--- src/rtl/pll_sup_pkg.sv ---
// ----------------------------------------------------------------------------
// pll_sup_pkg
//
// Shared definitions for the PLL lock supervisor:
//   - pll_state_e   : FSM state encodings (3-bit; codes 5..7 unused/illegal)
//   - StatusCntWidth: width of the saturating status counters
//   - sat_inc()     : saturating increment for the status counters
//   - max_u()       : helper used to size the shared down-counter
// ----------------------------------------------------------------------------
package pll_sup_pkg;

    typedef enum logic [2:0] {
        ST_PLL_RESET = 3'd0,
        ST_WAIT_LOCK = 3'd1,
        ST_STABILIZE = 3'd2,
        ST_HOLD      = 3'd3,
        ST_RUN       = 3'd4
    } pll_state_e;

    localparam int unsigned StatusCntWidth = 8;

    // Holds at all-ones instead of wrapping.
    function automatic logic [StatusCntWidth-1:0] sat_inc(
        input logic [StatusCntWidth-1:0] v
    );
        return (&v) ? v : v + 1'b1;
    endfunction

    function automatic int unsigned max_u(input int unsigned a, input int unsigned b);
        return (a > b) ? a : b;
    endfunction

endpackage

--- src/rtl/sync_bit.sv ---
// ----------------------------------------------------------------------------
// sync_bit
//
// N-stage flip-flop synchronizer for a single asynchronous bit.
//
// Parameters:
//   Stages : number of flops in the chain (>= 2)
// Ports:
//   clk_i  : destination clock
//   rst_ni : asynchronous active-low reset, clears every stage to 0
//   d_i    : asynchronous input bit
//   q_o    : synchronized output (last stage)
// ----------------------------------------------------------------------------
module sync_bit #(
    parameter int unsigned Stages = 2
) (
    input  logic clk_i,
    input  logic rst_ni,
    input  logic d_i,
    output logic q_o
);

    logic [Stages-1:0] sync_q;

    always_ff @(posedge clk_i or negedge rst_ni) begin
        if (!rst_ni) begin
            sync_q <= '0;
        end else begin
            sync_q <= {sync_q[Stages-2:0], d_i};
        end
    end

    assign q_o = sync_q[Stages-1];

endmodule

--- src/rtl/pll_lock_supervisor.sv ---
// ----------------------------------------------------------------------------
// pll_lock_supervisor
//
// Consumes the PLL lock flag and drives the PLL reset. Synchronizes the lock
// flag, re-pulses the PLL reset when lock does not arrive within a timeout,
// holds the design reset until lock has been stable, and re-asserts the
// design reset on loss of lock while running.
//
// Parameters:
//   SYNC_STAGES         : synchronizer depth on pll_locked (>= 2)
//   LOCK_STABLE_CYCLES  : consecutive lock cycles needed in STABILIZE (>= 1)
//   RESET_HOLD_CYCLES   : extra cycles sys_reset stays high in HOLD (>= 1)
//   LOCK_TIMEOUT_CYCLES : WAIT_LOCK cycles before the PLL is reset again (>= 1)
//   PLL_RST_CYCLES      : width of the pll_rst pulse (>= 1)
// Ports:
//   clock           : free-running reference clock
//   reset_n         : asynchronous active-low reset
//   pll_locked      : PLL lock flag, asynchronous to clock
//   pll_rst         : PLL reset request, active high
//   sys_reset       : design reset, active high (low only in RUN)
//   ready           : high only in RUN
//   state           : current FSM state encoding
//   lost_lock_count : lock drops seen in RUN, saturating at 255
//   timeout_count   : WAIT_LOCK timeouts, saturating at 255
// ----------------------------------------------------------------------------
module pll_lock_supervisor
    import pll_sup_pkg::*;
#(
    parameter int unsigned SYNC_STAGES         = 2,
    parameter int unsigned LOCK_STABLE_CYCLES  = 1024,
    parameter int unsigned RESET_HOLD_CYCLES   = 16,
    parameter int unsigned LOCK_TIMEOUT_CYCLES = 1048576,
    parameter int unsigned PLL_RST_CYCLES      = 8
) (
    input  logic                      clock,
    input  logic                      reset_n,
    input  logic                      pll_locked,
    output logic                      pll_rst,
    output logic                      sys_reset,
    output logic                      ready,
    output logic [2:0]                state,
    output logic [StatusCntWidth-1:0] lost_lock_count,
    output logic [StatusCntWidth-1:0] timeout_count
);

    // One down-counter shared by all timed states, wide enough for the
    // largest reload value (largest parameter minus one).
    localparam int unsigned CntMax   = max_u(max_u(LOCK_STABLE_CYCLES, RESET_HOLD_CYCLES),
                                             max_u(LOCK_TIMEOUT_CYCLES, PLL_RST_CYCLES));
    localparam int unsigned CntWidth = (CntMax > 1) ? $clog2(CntMax) : 1;

    localparam logic [CntWidth-1:0] RstLoad     = CntWidth'(PLL_RST_CYCLES - 1);
    localparam logic [CntWidth-1:0] TimeoutLoad = CntWidth'(LOCK_TIMEOUT_CYCLES - 1);
    localparam logic [CntWidth-1:0] StableLoad  = CntWidth'(LOCK_STABLE_CYCLES - 1);
    localparam logic [CntWidth-1:0] HoldLoad    = CntWidth'(RESET_HOLD_CYCLES - 1);

    logic                      lock_s;
    pll_state_e                state_q, state_d;
    logic [CntWidth-1:0]       cnt_q, cnt_d, cnt_load;
    logic [StatusCntWidth-1:0] lost_q, lost_d;
    logic [StatusCntWidth-1:0] timeout_q, timeout_d;
    logic                      lost_inc, timeout_inc;
    logic                      pll_rst_q, pll_rst_d;
    logic                      sys_reset_q, sys_reset_d;
    logic                      ready_q, ready_d;

    // ------------------------------------------------------------------
    // Lock synchronizer
    // ------------------------------------------------------------------
    sync_bit #(
        .Stages (SYNC_STAGES)
    ) u_lock_sync (
        .clk_i  (clock),
        .rst_ni (reset_n),
        .d_i    (pll_locked),
        .q_o    (lock_s)
    );

    // ------------------------------------------------------------------
    // State register, shared counter, status counters, registered outputs
    // ------------------------------------------------------------------
    always_ff @(posedge clock or negedge reset_n) begin
        if (!reset_n) begin
            state_q     <= ST_PLL_RESET;
            cnt_q       <= RstLoad;
            lost_q      <= '0;
            timeout_q   <= '0;
            pll_rst_q   <= 1'b1;
            sys_reset_q <= 1'b1;
            ready_q     <= 1'b0;
        end else begin
            state_q     <= state_d;
            cnt_q       <= cnt_d;
            lost_q      <= lost_d;
            timeout_q   <= timeout_d;
            pll_rst_q   <= pll_rst_d;
            sys_reset_q <= sys_reset_d;
            ready_q     <= ready_d;
        end
    end

    // ------------------------------------------------------------------
    // Next-state logic
    // ------------------------------------------------------------------
    always_comb begin
        state_d     = state_q;
        lost_inc    = 1'b0;
        timeout_inc = 1'b0;
        case (state_q)
            ST_PLL_RESET: begin
                if (cnt_q == '0) state_d = ST_WAIT_LOCK;
            end
            ST_WAIT_LOCK: begin
                // Lock takes priority over an expiring timeout.
                if (lock_s) begin
                    state_d = ST_STABILIZE;
                end else if (cnt_q == '0) begin
                    state_d     = ST_PLL_RESET;
                    timeout_inc = 1'b1;
                end
            end
            ST_STABILIZE: begin
                if (!lock_s)          state_d = ST_WAIT_LOCK;
                else if (cnt_q == '0) state_d = ST_HOLD;
            end
            ST_HOLD: begin
                if (!lock_s)          state_d = ST_WAIT_LOCK;
                else if (cnt_q == '0) state_d = ST_RUN;
            end
            ST_RUN: begin
                if (!lock_s) begin
                    state_d  = ST_WAIT_LOCK;
                    lost_inc = 1'b1;
                end
            end
            default: state_d = ST_PLL_RESET;
        endcase
    end

    // Reload value for the state being entered.
    always_comb begin
        cnt_load = '0;
        case (state_d)
            ST_PLL_RESET: cnt_load = RstLoad;
            ST_WAIT_LOCK: cnt_load = TimeoutLoad;
            ST_STABILIZE: cnt_load = StableLoad;
            ST_HOLD:      cnt_load = HoldLoad;
            default:      cnt_load = '0;
        endcase
    end

    // No state ever transitions to itself, so any change of state is an
    // entry and reloads the counter; otherwise count down and stop at zero.
    always_comb begin
        cnt_d = cnt_q;
        if (state_d != state_q) begin
            cnt_d = cnt_load;
        end else if (cnt_q != '0) begin
            cnt_d = cnt_q - 1'b1;
        end
    end

    always_comb begin
        lost_d    = lost_inc    ? sat_inc(lost_q)    : lost_q;
        timeout_d = timeout_inc ? sat_inc(timeout_q) : timeout_q;
    end

    // ------------------------------------------------------------------
    // Output decode from the next state, so outputs move with state
    // ------------------------------------------------------------------
    always_comb begin
        pll_rst_d   = (state_d == ST_PLL_RESET);
        ready_d     = (state_d == ST_RUN);
        sys_reset_d = (state_d != ST_RUN);
    end

    assign pll_rst         = pll_rst_q;
    assign sys_reset       = sys_reset_q;
    assign ready           = ready_q;
    assign state           = state_q;
    assign lost_lock_count = lost_q;
    assign timeout_count   = timeout_q;

endmodule
--- config.mk ---
export PLATFORM = sky130hd
export DESIGN_NAME = pll_lock_supervisor
export DESIGN_NICKNAME = d
export VERILOG_FILES = /design/src/rtl/pll_sup_pkg.sv /design/src/rtl/sync_bit.sv /design/src/rtl/pll_lock_supervisor.sv
export SDC_FILE = /design/constraint.sdc
export NUM_CORES = 1
export LEC_CHECK = 0
export ABC_AREA = 1
export CAP_MARGIN = 10
export CORE_ASPECT_RATIO = 1.75
export CORE_UTILIZATION = 55
export DETAILED_ROUTE_END_ITERATION = 8
export GPL_TIMING_DRIVEN = 0
export PLACE_DENSITY = 0.89
export SLEW_MARGIN = 0
export SYNTH_ARGS = -nofsm -noshare
export SYNTH_HDL_FRONTEND = slang
export SYNTH_SLANG_ARGS = --single-unit
--- constraint.sdc ---
create_clock -name clock -period 6.4 [get_ports clock]
set_clock_uncertainty 0.05 [all_clocks]
set_input_delay 0.96 -clock clock [delete_from_list [all_inputs] [get_ports clock]]
set_output_delay 0.96 -clock clock [all_outputs]
set_load 0.005 [all_outputs]
* Yosys cells after proc, flatten, opt, wreduce, memory -nomap -nowiden
Cells that the tools add are included.
Storage, ports and cells: output and inout bits 22, bits of input ports 3, logic and storage cells 49, register bits after elaboration 44
Cells by class: bitwise logic cells 2, equality and inequality tests 10, add/sub/neg operators 3, muxes and demuxes 17, reductions and logical operators 9
Operators by type and width (number):
- $pmux W20 S4 | 1
- $mux W20 | 2
- $mux W3 | 8
- $logic_not A20 Y1 | 1
- $reduce_bool A20 Y1 | 1
- $sub A20 B1 Y20 const B | 1
- $add A8 B1 Y8 const B | 2
- $reduce_and A8 Y1 | 2
- $pmux W3 S5 | 1
- $eq A3 B2 Y1 const B | 4
- $eq A3 B1 Y1 const B | 2
- $eq A3 B3 Y1 const B | 2
- $logic_not A3 Y1 | 2
- $mux W1 | 5
- $reduce_and A2 Y1 | 2
- $ne A3 B3 Y1 | 1
- $ne A3 B3 Y1 const B | 1
- $not A1 Y1 | 2
- $reduce_bool A2 Y1 | 1

* Logic depth before layout (Yosys ltp)
Gate-level depths: netlist (run 1).
depth in word-level cells 7, gate-level depth with buffers 14, mapped depth without buffers 14

* Cells and area by module
Synthesis (run 1) repeated with hierarchy kept, for this count alone.
Unflattened totals: cell total of the unflattened synthesis 269, area total of the unflattened synthesis 2456.1 um2
By module, submodules not included:
- pll_lock_supervisor | seq. area each 1057.3 um2, instances 1, cells each 267, area each 2406.1 um2
- sync_bit | seq. area each 50.0 um2, instances 1, cells each 2, area each 50.0 um2

* Least setup slack after synthesis (run 1)
OpenSTA, ideal clock, no wires.
path type register to register, start register cnt_q[0], end register cnt_q[10], arrival 1.881 ns, cell stages (with the launch flop) 14, setup slack 4.324 ns, path buffers 1, data required time 6.205 ns, cells stage by stage dfstp_2 > inv_1 > ha_1 > nand2_2 > nor2_4 > nand3_4 > nand2_2 > nand3_2 > nand2_4 > nand2_4 > nand3_4 > nor2_8 > buf_8 > a21oi_1
Between the ends: cells in the longest elaborated chain, start to end 7, elaborated cells on any way between the ends 20, those cells by class add/sub (1); eq/ne (4); mux (11); reduce/logical (4)
Ends and longest elaborated chain:
- from (decl) | line pll_lock_supervisor.sv:59 | logic [CntWidth-1:0] cnt_q, cnt_d, cnt_load;
- from (signal assigned) | line pll_lock_supervisor.sv:85 | cnt_q <= RstLoad;
- from (signal assigned) | line pll_lock_supervisor.sv:93 | cnt_q <= cnt_d;
- $logic_not A20 Y1
- $mux W3 (on tied branches) | line pll_lock_supervisor.sv:128, pll_lock_supervisor.sv:117, pll_lock_supervisor.sv:124
- $mux W3 (on tied branches) | line pll_lock_supervisor.sv:127, pll_lock_supervisor.sv:115, pll_lock_supervisor.sv:123
- $pmux W3 S5 | line pll_lock_supervisor.sv:109 | case (state_q)
- $eq A3 B2 Y1, or another cell as far along | line pll_lock_supervisor.sv:143 | case (state_d)
- $pmux W20 S4 | line pll_lock_supervisor.sv:143
- $mux W20 | line pll_lock_supervisor.sv:156 | if (state_d != state_q) begin
Parallel ways exist; a longest one is shown, timed or not. The select of a mux whose other input is x is not followed. A chain may end at the register's enable or synchronous reset.

* Worst setup path in the final report (run 1)
start register cnt_q[0], end register cnt_q[16]
The elaborated chain is that of the path after synthesis.

==> results of run 1 <==
-- worst max-delay path by stage --
stage | endpoint | depth (start not counted)
after floorplan | cnt_q[10] | 13
after global placement | timeout_count[6] | 1
after detailed placement | cnt_q[16] | 12
after CTS | cnt_q[16] | 12
after global routing | cnt_q[16] | 12
final | cnt_q[16] | 12
-- cells in the mapped netlist, drive strengths merged --
library cell  count
dfrtp            39
o21ai             5
nand4            14
inv              25
o211ai            1
ha                3
nor2             35
nand3            28
clkbuf            1
mux2              1
nor4              2
xnor2            10
dfstp             5
nor3              6
a21oi            18
or2               3
xor2             22
buf               5
nand2            45
-- power by group --
group	total (mW)	leakage [nW]	internal, mW	switching, mW
Clock	0.182	0.0445	0.0877	0.0946
Sequential	0.400	0.573	0.348	0.0521
Combinational	0.376	0.722	0.151	0.225
-- cell families after synthesis --
family	share of synthesized area [%]
adder cells (fa/ha/maj)	1.57
AO/OA/AOI/OAI	5.13
XOR/XNOR	11.7
AND/OR/NAND/NOR	28.4
buffers and inverters	6.44
flip-flops	46.3
multiplexers	0.471
-- through the flow --
| stage | setup WS (ns) | hold WS, ns | instance area [um^2] | util (%) | cells |
|---|---|---|---|---|---|
| final | 3.94 | 0.312 | 2800 | 67.5 | 350 |
| after global routing | 3.79 | 0.325 | 2800 | 67.5 | 350 |
| after CTS | 3.99 | 0.315 | 2800 | 67.5 | 350 |
| after detailed placement | 4.01 | 0.286 | 2710 | 65.2 | 342 |
| after global placement | 3.24 | 0.287 | 2690 | 64.9 | 341 |
| after floorplan | 4.32 | 0.281 | 2390 | - | 268 |
-- per-layer routing --
layer | track usage (%) | vias to the layer above | routed length [um]
met3 | 4.59 | 7 | 175
met5 | 0 | - | 0
met2 | 45.8 | 45 | 2950
met4 | 13.0 | 0 | 93
met1 | 26.8 | 955 | 1910
li1 | - | 939 | -
-- worst reg2reg max path, stage by stage (launching register included) --
cell,delay [ns]
dfstp_2,0.39
inv_1,0.12
ha_1,0.25
nand2_2,0.11
nor2_4,0.19
nand3_4,0.18
nand2_2,0.11
nand3_2,0.11
nand3_2,0.23
nand3_4,0.17
nor2_8,0.19
buf_8,0.15
a21oi_1,0.05
-- state kept, by name (all words and copies together), names as in the netlist --
signal / cells
cnt_q: 20
lost_lock_count: 8
timeout_count: 8
state: 3
u_lock_sync.sync_q: 2
pll_rst: 1
ready: 1
sys_reset: 1
-- cell type report --
type,instances,area [um^2]
fill,310,1350
multi-input combinational,193,1130
sequential,44,1110
timing repair buffer,25,255
inverter,25,93.8
clock buffer,7,86.3
tap,49,61.3
buffer,6,60.1
clock inverter,1,7.51
-- cells in the final DEF (no fill, tap or decap), types with 2 or more instances in the layout --
cell and n:
a21oi_1 18, buf_4 2, buf_6 2, clkbuf_8 6
clkdlybuf4s50_1 23, dfrtp_1 39, dfstp_2 5, ha_1 3
inv_1 25, nand2_1 40, nand2_2 3, nand2_4 2
nand3_1 24, nand3_2 2, nand3_4 2, nand4_1 14
nor2_1 30, nor2_2 3, nor3_1 6, nor4_1 2
o21ai_0 5, or2_2 3, xnor2_1 10, xor2_1 22
==> impl_metrics.json, run 1 <==
{
  "finalCritPeriodShare_pct": 38.4,
  "critical_path.max_stage_delay_ns": 0.39,
  "n_antenna_cell": 0,
  "ctsResizeCount": 0,
  "clk_path_buf_depth": 2,
  "hold_viol": 0,
  "fp.dieW_um": 51.8,
  "rsz0062_at_grt": "no",
  "ys_seq_area_share_pct": 46.3,
  "io_pins": 25,
  "hold_class": "reg -> reg",
  "vias": 1946,
  "grt_pass1_vias": 1986,
  "place_congestion": 0.886,
  "status": "finished clean",
  "yosysWarnings": 0,
  "cts_tree": "built",
  "portBuffers": 24,
  "setup_violations": 0,
  "period_minus_slack_ns": 2.46,
  "crit_chain": "inv_1 -> ha_1 -> nand2_2 -> nor2_4 -> nand3_4 -> nand2_2 -> nand3_2 -> nand3_2 -> nand3_4 -> nor2_8 -> buf_8 -> a21oi_1",
  "cts-root-buf": "clkbuf_8",
  "die_h_um": 89.2,
  "synth.distinct_cells": 28,
  "area_growth_pct": 17.2,
  "syn_inst": 268,
  "synth_top_area_share_pct": 40.8,
  "synth_area_per_cell_um2": 8.92,
  "p_total_mw": 0.958,
  "cp-end-kind": "flip-flop",
  "cts_setup_buffers": 0,
  "r2r_cells": 12,
  "grt_use_total_pct": 25.2,
  "worstHoldStart": "u_lock_sync.sync_q[0]",
  "grt_first_pass_wirelength_um": 8540,
  "antenna_found_initial": 0,
  "max-cap-violations": 0,
  "min_path_cells": 0,
  "cp.buffers_inverters": 2,
  "dr.pass1.iters": 4,
  "timing.rr.start": "cnt_q[0]",
  "drcViolationCount": 0,
  "cts_max_level": 2,
  "final_nets": 306,
  "cp_data_arrival_time_ns": 2.56,
  "cp_data_required_time_ns": 6.51,
  "yosys.area.top_type": "dfrtp_1",
  "crit_fanout": 10,
  "start_util_pct": 57.6,
  "timing.rr.end": "cnt_q[16]",
  "critPathTopFamily": "simple AND/OR/NAND/NOR gates",
  "criticalPathCategory": "reg -> reg",
  "die-area_um2": 4630,
  "p_leak_nw": 1.34,
  "ir_worst_vdd_mv": 0.220,
  "synth_nets": 274,
  "dr.first_iter.drc_count": 38,
  "core.rowCount": 31,
  "avgViaCountPerCell": 5.56,
  "cts_hold_buf": 0,
  "netlist_area_um2": 2390,
  "r2r_slack_ns": 3.94,
  "wl_per_cell_um": 14.6,
  "grt_overflow": 0,
  "startpoint": "cnt_q[0]",
  "ys_seq_elements": 44,
  "antenna_left": 0,
  "relSlewSlack_pct": 45.5,
  "cts_buffers": 5,
  "tns_ns": 0,
  "post-dp-hpwl_um": 3610,
  "clkLatencyLatePin_ns": 0.30,
  "p_per_area_nw_per_um2": 342,
  "fmax_mhz": 407,
  "clock_sinks": 44,
  "synth.top_cells.by_area": "dfrtp_1 (41%), xor2_1 (8.1%), nand2_1 (6.3%), dfstp_2 (5.5%), nand3_1 (5.0%)",
  "routed_wl_um": 5130,
  "critPathSlowestCell": "dfstp_2",
  "worst_pin_slew_ns": 0.814,
  "grt_max_degree": 43,
  "critPathLaunchType": "flip-flop",
  "drive_above_1_share_pct": 12.6,
  "path_clk_slew_ns": 0.09,
  "slew_violations": 0,
  "core_area_um2": 4150,
  "whs_endpoint": "u_lock_sync.sync_q[1]"
}
Note: power is estimated with default switching activity, not from simulation.
==> run 2: changes to the inputs <==
Clock period 6.4 ns to 2.4 ns, I/O delays scaled along.
==> impl_metrics.json, run 2 (synthesis results as in run 1) <==
{
  "dr.first_iter.drc_count": 52,
  "start_util_pct": 57.6,
  "clkLatencyLatePin_ns": 0.31,
  "period_minus_slack_ns": 2.26,
  "n_antenna_cell": 0,
  "p_int_mw": 1.58,
  "timing.rr.start": "cnt_q[0]",
  "core.rowCount": 31,
  "path_clk_slew_ns": 0.09,
  "grt_max_degree": 43,
  "r2r_slack_ns": 0.14,
  "cts_buffers": 5,
  "largest_register_ffs": 20,
  "crit_cells": 12,
  "critPathLaunchType": "flip-flop",
  "portBuffers": 24,
  "critPathTopFamily": "simple AND/OR/NAND/NOR gates",
  "crit_fanout": 10,
  "grt_first_pass_wirelength_um": 8560,
  "r2r_cells": 12,
  "cts-root-buf": "clkbuf_8",
  "drive_above_1_share_pct": 13.8,
  "whs_endpoint": "u_lock_sync.sync_q[1]",
  "fmax_mhz": 443,
  "p_total_mw": 2.60,
  "cts_max_level": 2,
  "die-area_um2": 4630,
  "drcViolationCount": 0,
  "nFillCells": 300,
  "hold_class": "reg -> reg",
  "critPathSlowestCell": "dfstp_2",
  "top_register": "cnt_q",
  "cts_tree": "built",
  "area_growth_pct": 19.1,
  "grt_pass1_vias": 1999,
  "p_leak_nw": 1.35,
  "max-cap-violations": 0,
  "vias": 1985,
  "power_frac_comb_pct": 40.2,
  "status": "finished clean",
  "p_seq_share_pct": 41.0,
  "dr.pass1.iters": 6,
  "net-switching-power_mw": 1.02,
  "hold_viol": 0,
  "clock_sinks": 44,
  "routed_wl_um": 5250,
  "die_h_um": 89.2,
  "netSwitchingFraction_pct": 39.2,
  "clockPowerShare_pct": 18.8,
  "post-dp-hpwl_um": 3610,
  "wl_per_cell_um": 14.9,
  "slew_violations": 0,
  "final_nets": 309,
  "worst_pin_slew_ns": 0.618,
  "p_per_area_nw_per_um2": 913,
  "grt_use_total_pct": 25.2,
  "crit_chain": "inv_1 -> ha_2 -> nand2_2 -> nor2_4 -> nand4_1 -> nand3_2 -> nand2_4 -> nand2_8 -> nand3_4 -> nor2_8 -> buf_8 -> a21oi_1",
  "worstHoldStart": "u_lock_sync.sync_q[0]",
  "grt_overflow": 0,
  "avgViaCountPerCell": 5.62,
  "cp_data_arrival_time_ns": 2.40,
  "setup_violations": 0,
  "place_congestion": 0.886,
  "critical_path.max_stage_delay_ns": 0.39,
  "most-common-layout-cells": "nand2_1 (40), dfrtp_1 (39), nor2_1 (29)",
  "relSlewSlack_pct": 58.3,
  "antenna_found_initial": 0,
  "final_common_cell": "nand2_1",
  "clk_path_buf_depth": 2,
  "fp.dieW_um": 51.8,
  "ir_worst_vdd_mv": 0.615,
  "io_pins": 25,
  "criticalPathCategory": "reg -> reg",
  "cp-end-kind": "flip-flop",
  "core_area_um2": 4150,
  "finalCritPeriodShare_pct": 94.0,
  "antenna_left": 0,
  "min_path_cells": 0,
  "timing.rr.end": "cnt_q[16]",
  "fin_util_pct": 68.6,
  "cp_data_required_time_ns": 2.55,
  "fin_hold_ws_ns": 0.311,
  "cp.buffers_inverters": 2
}
run 2: cell types whose count changed in the layout (fill, tap and decap cells not counted), sizes merged:
cell,previous run,this run
buf,7,9
dlygate4sd3,0,1
run 2: area by class of cell:
class | instances | area [um^2] | share of cell area (%)
Multi-Input combinational cell | 193 | 1150 | 40.4
Tap cell | 49 | 61.3 | 2.15
Clock buffer | 7 | 86.3 | 3.03
Clock inverter | 1 | 7.51 | 0.264
Inverter | 25 | 93.8 | 3.30
Sequential cell | 44 | 1110 | 38.9
Timing Repair Buffer | 28 | 280 | 9.84
Buffer | 6 | 60.1 | 2.11
run 2: power by group through the flow:
stage / registers (mW) / clock network, mW / logic, mW
floorplan: 1.05 / 0 / 0.780
global placement: 1.07 / 0 / 0.944
detailed placement: 1.08 / 0 / 0.979
CTS: 1.06 / 0.492 / 1.00
global route: 1.09 / 0.521 / 1.17
finish: 1.07 / 0.488 / 1.04
run 2: routing by layer:
layer	vias up	wire, um	global-route usage (%)
met5	-	0	0
met4	0	152	13.3
met3	18	238	5.27
met2	69	2960	45.7
met1	953	1900	26.4
li1	945	-	-
run 2: timing repair:
item / in CTS / in global routing
hold buffers: 1 / 0
resized for setup: 1 / 3
pin swaps: 0 / 1
setup buffers: 0 / 2
setup endpoints to repair: 2 / 19
endpoints found under the hold margin: 2 / 0
run 2: how the worst max path moves through the flow:
stage / startpoint / end / slack, ns
after floorplan: cnt_q[0] / cnt_q[10] / 0.32
after global placement: reset_n / timeout_count[6] / -0.16
after CTS: cnt_q[0] / cnt_q[16] / 0.001
final: cnt_q[0] / cnt_q[16] / 0.14
after detailed placement: cnt_q[0] / cnt_q[16] / 0.008
after global routing: cnt_q[0] / cnt_q[16] / -0.002
run 2: metrics by stage:
stage	instance area [um^2]	TNS (ns)	cells	worst slack, ns
6_report	2850	0	353	0.144
5_1_grt	2850	-0.00229	353	-0.00229
4_1_cts	2820	0	351	0.00116
3_5_place_dp	2710	0	342	0.00828
3_3_place_gp	2690	-6.35	341	-0.164
2_1_floorplan	2390	0	268	0.324
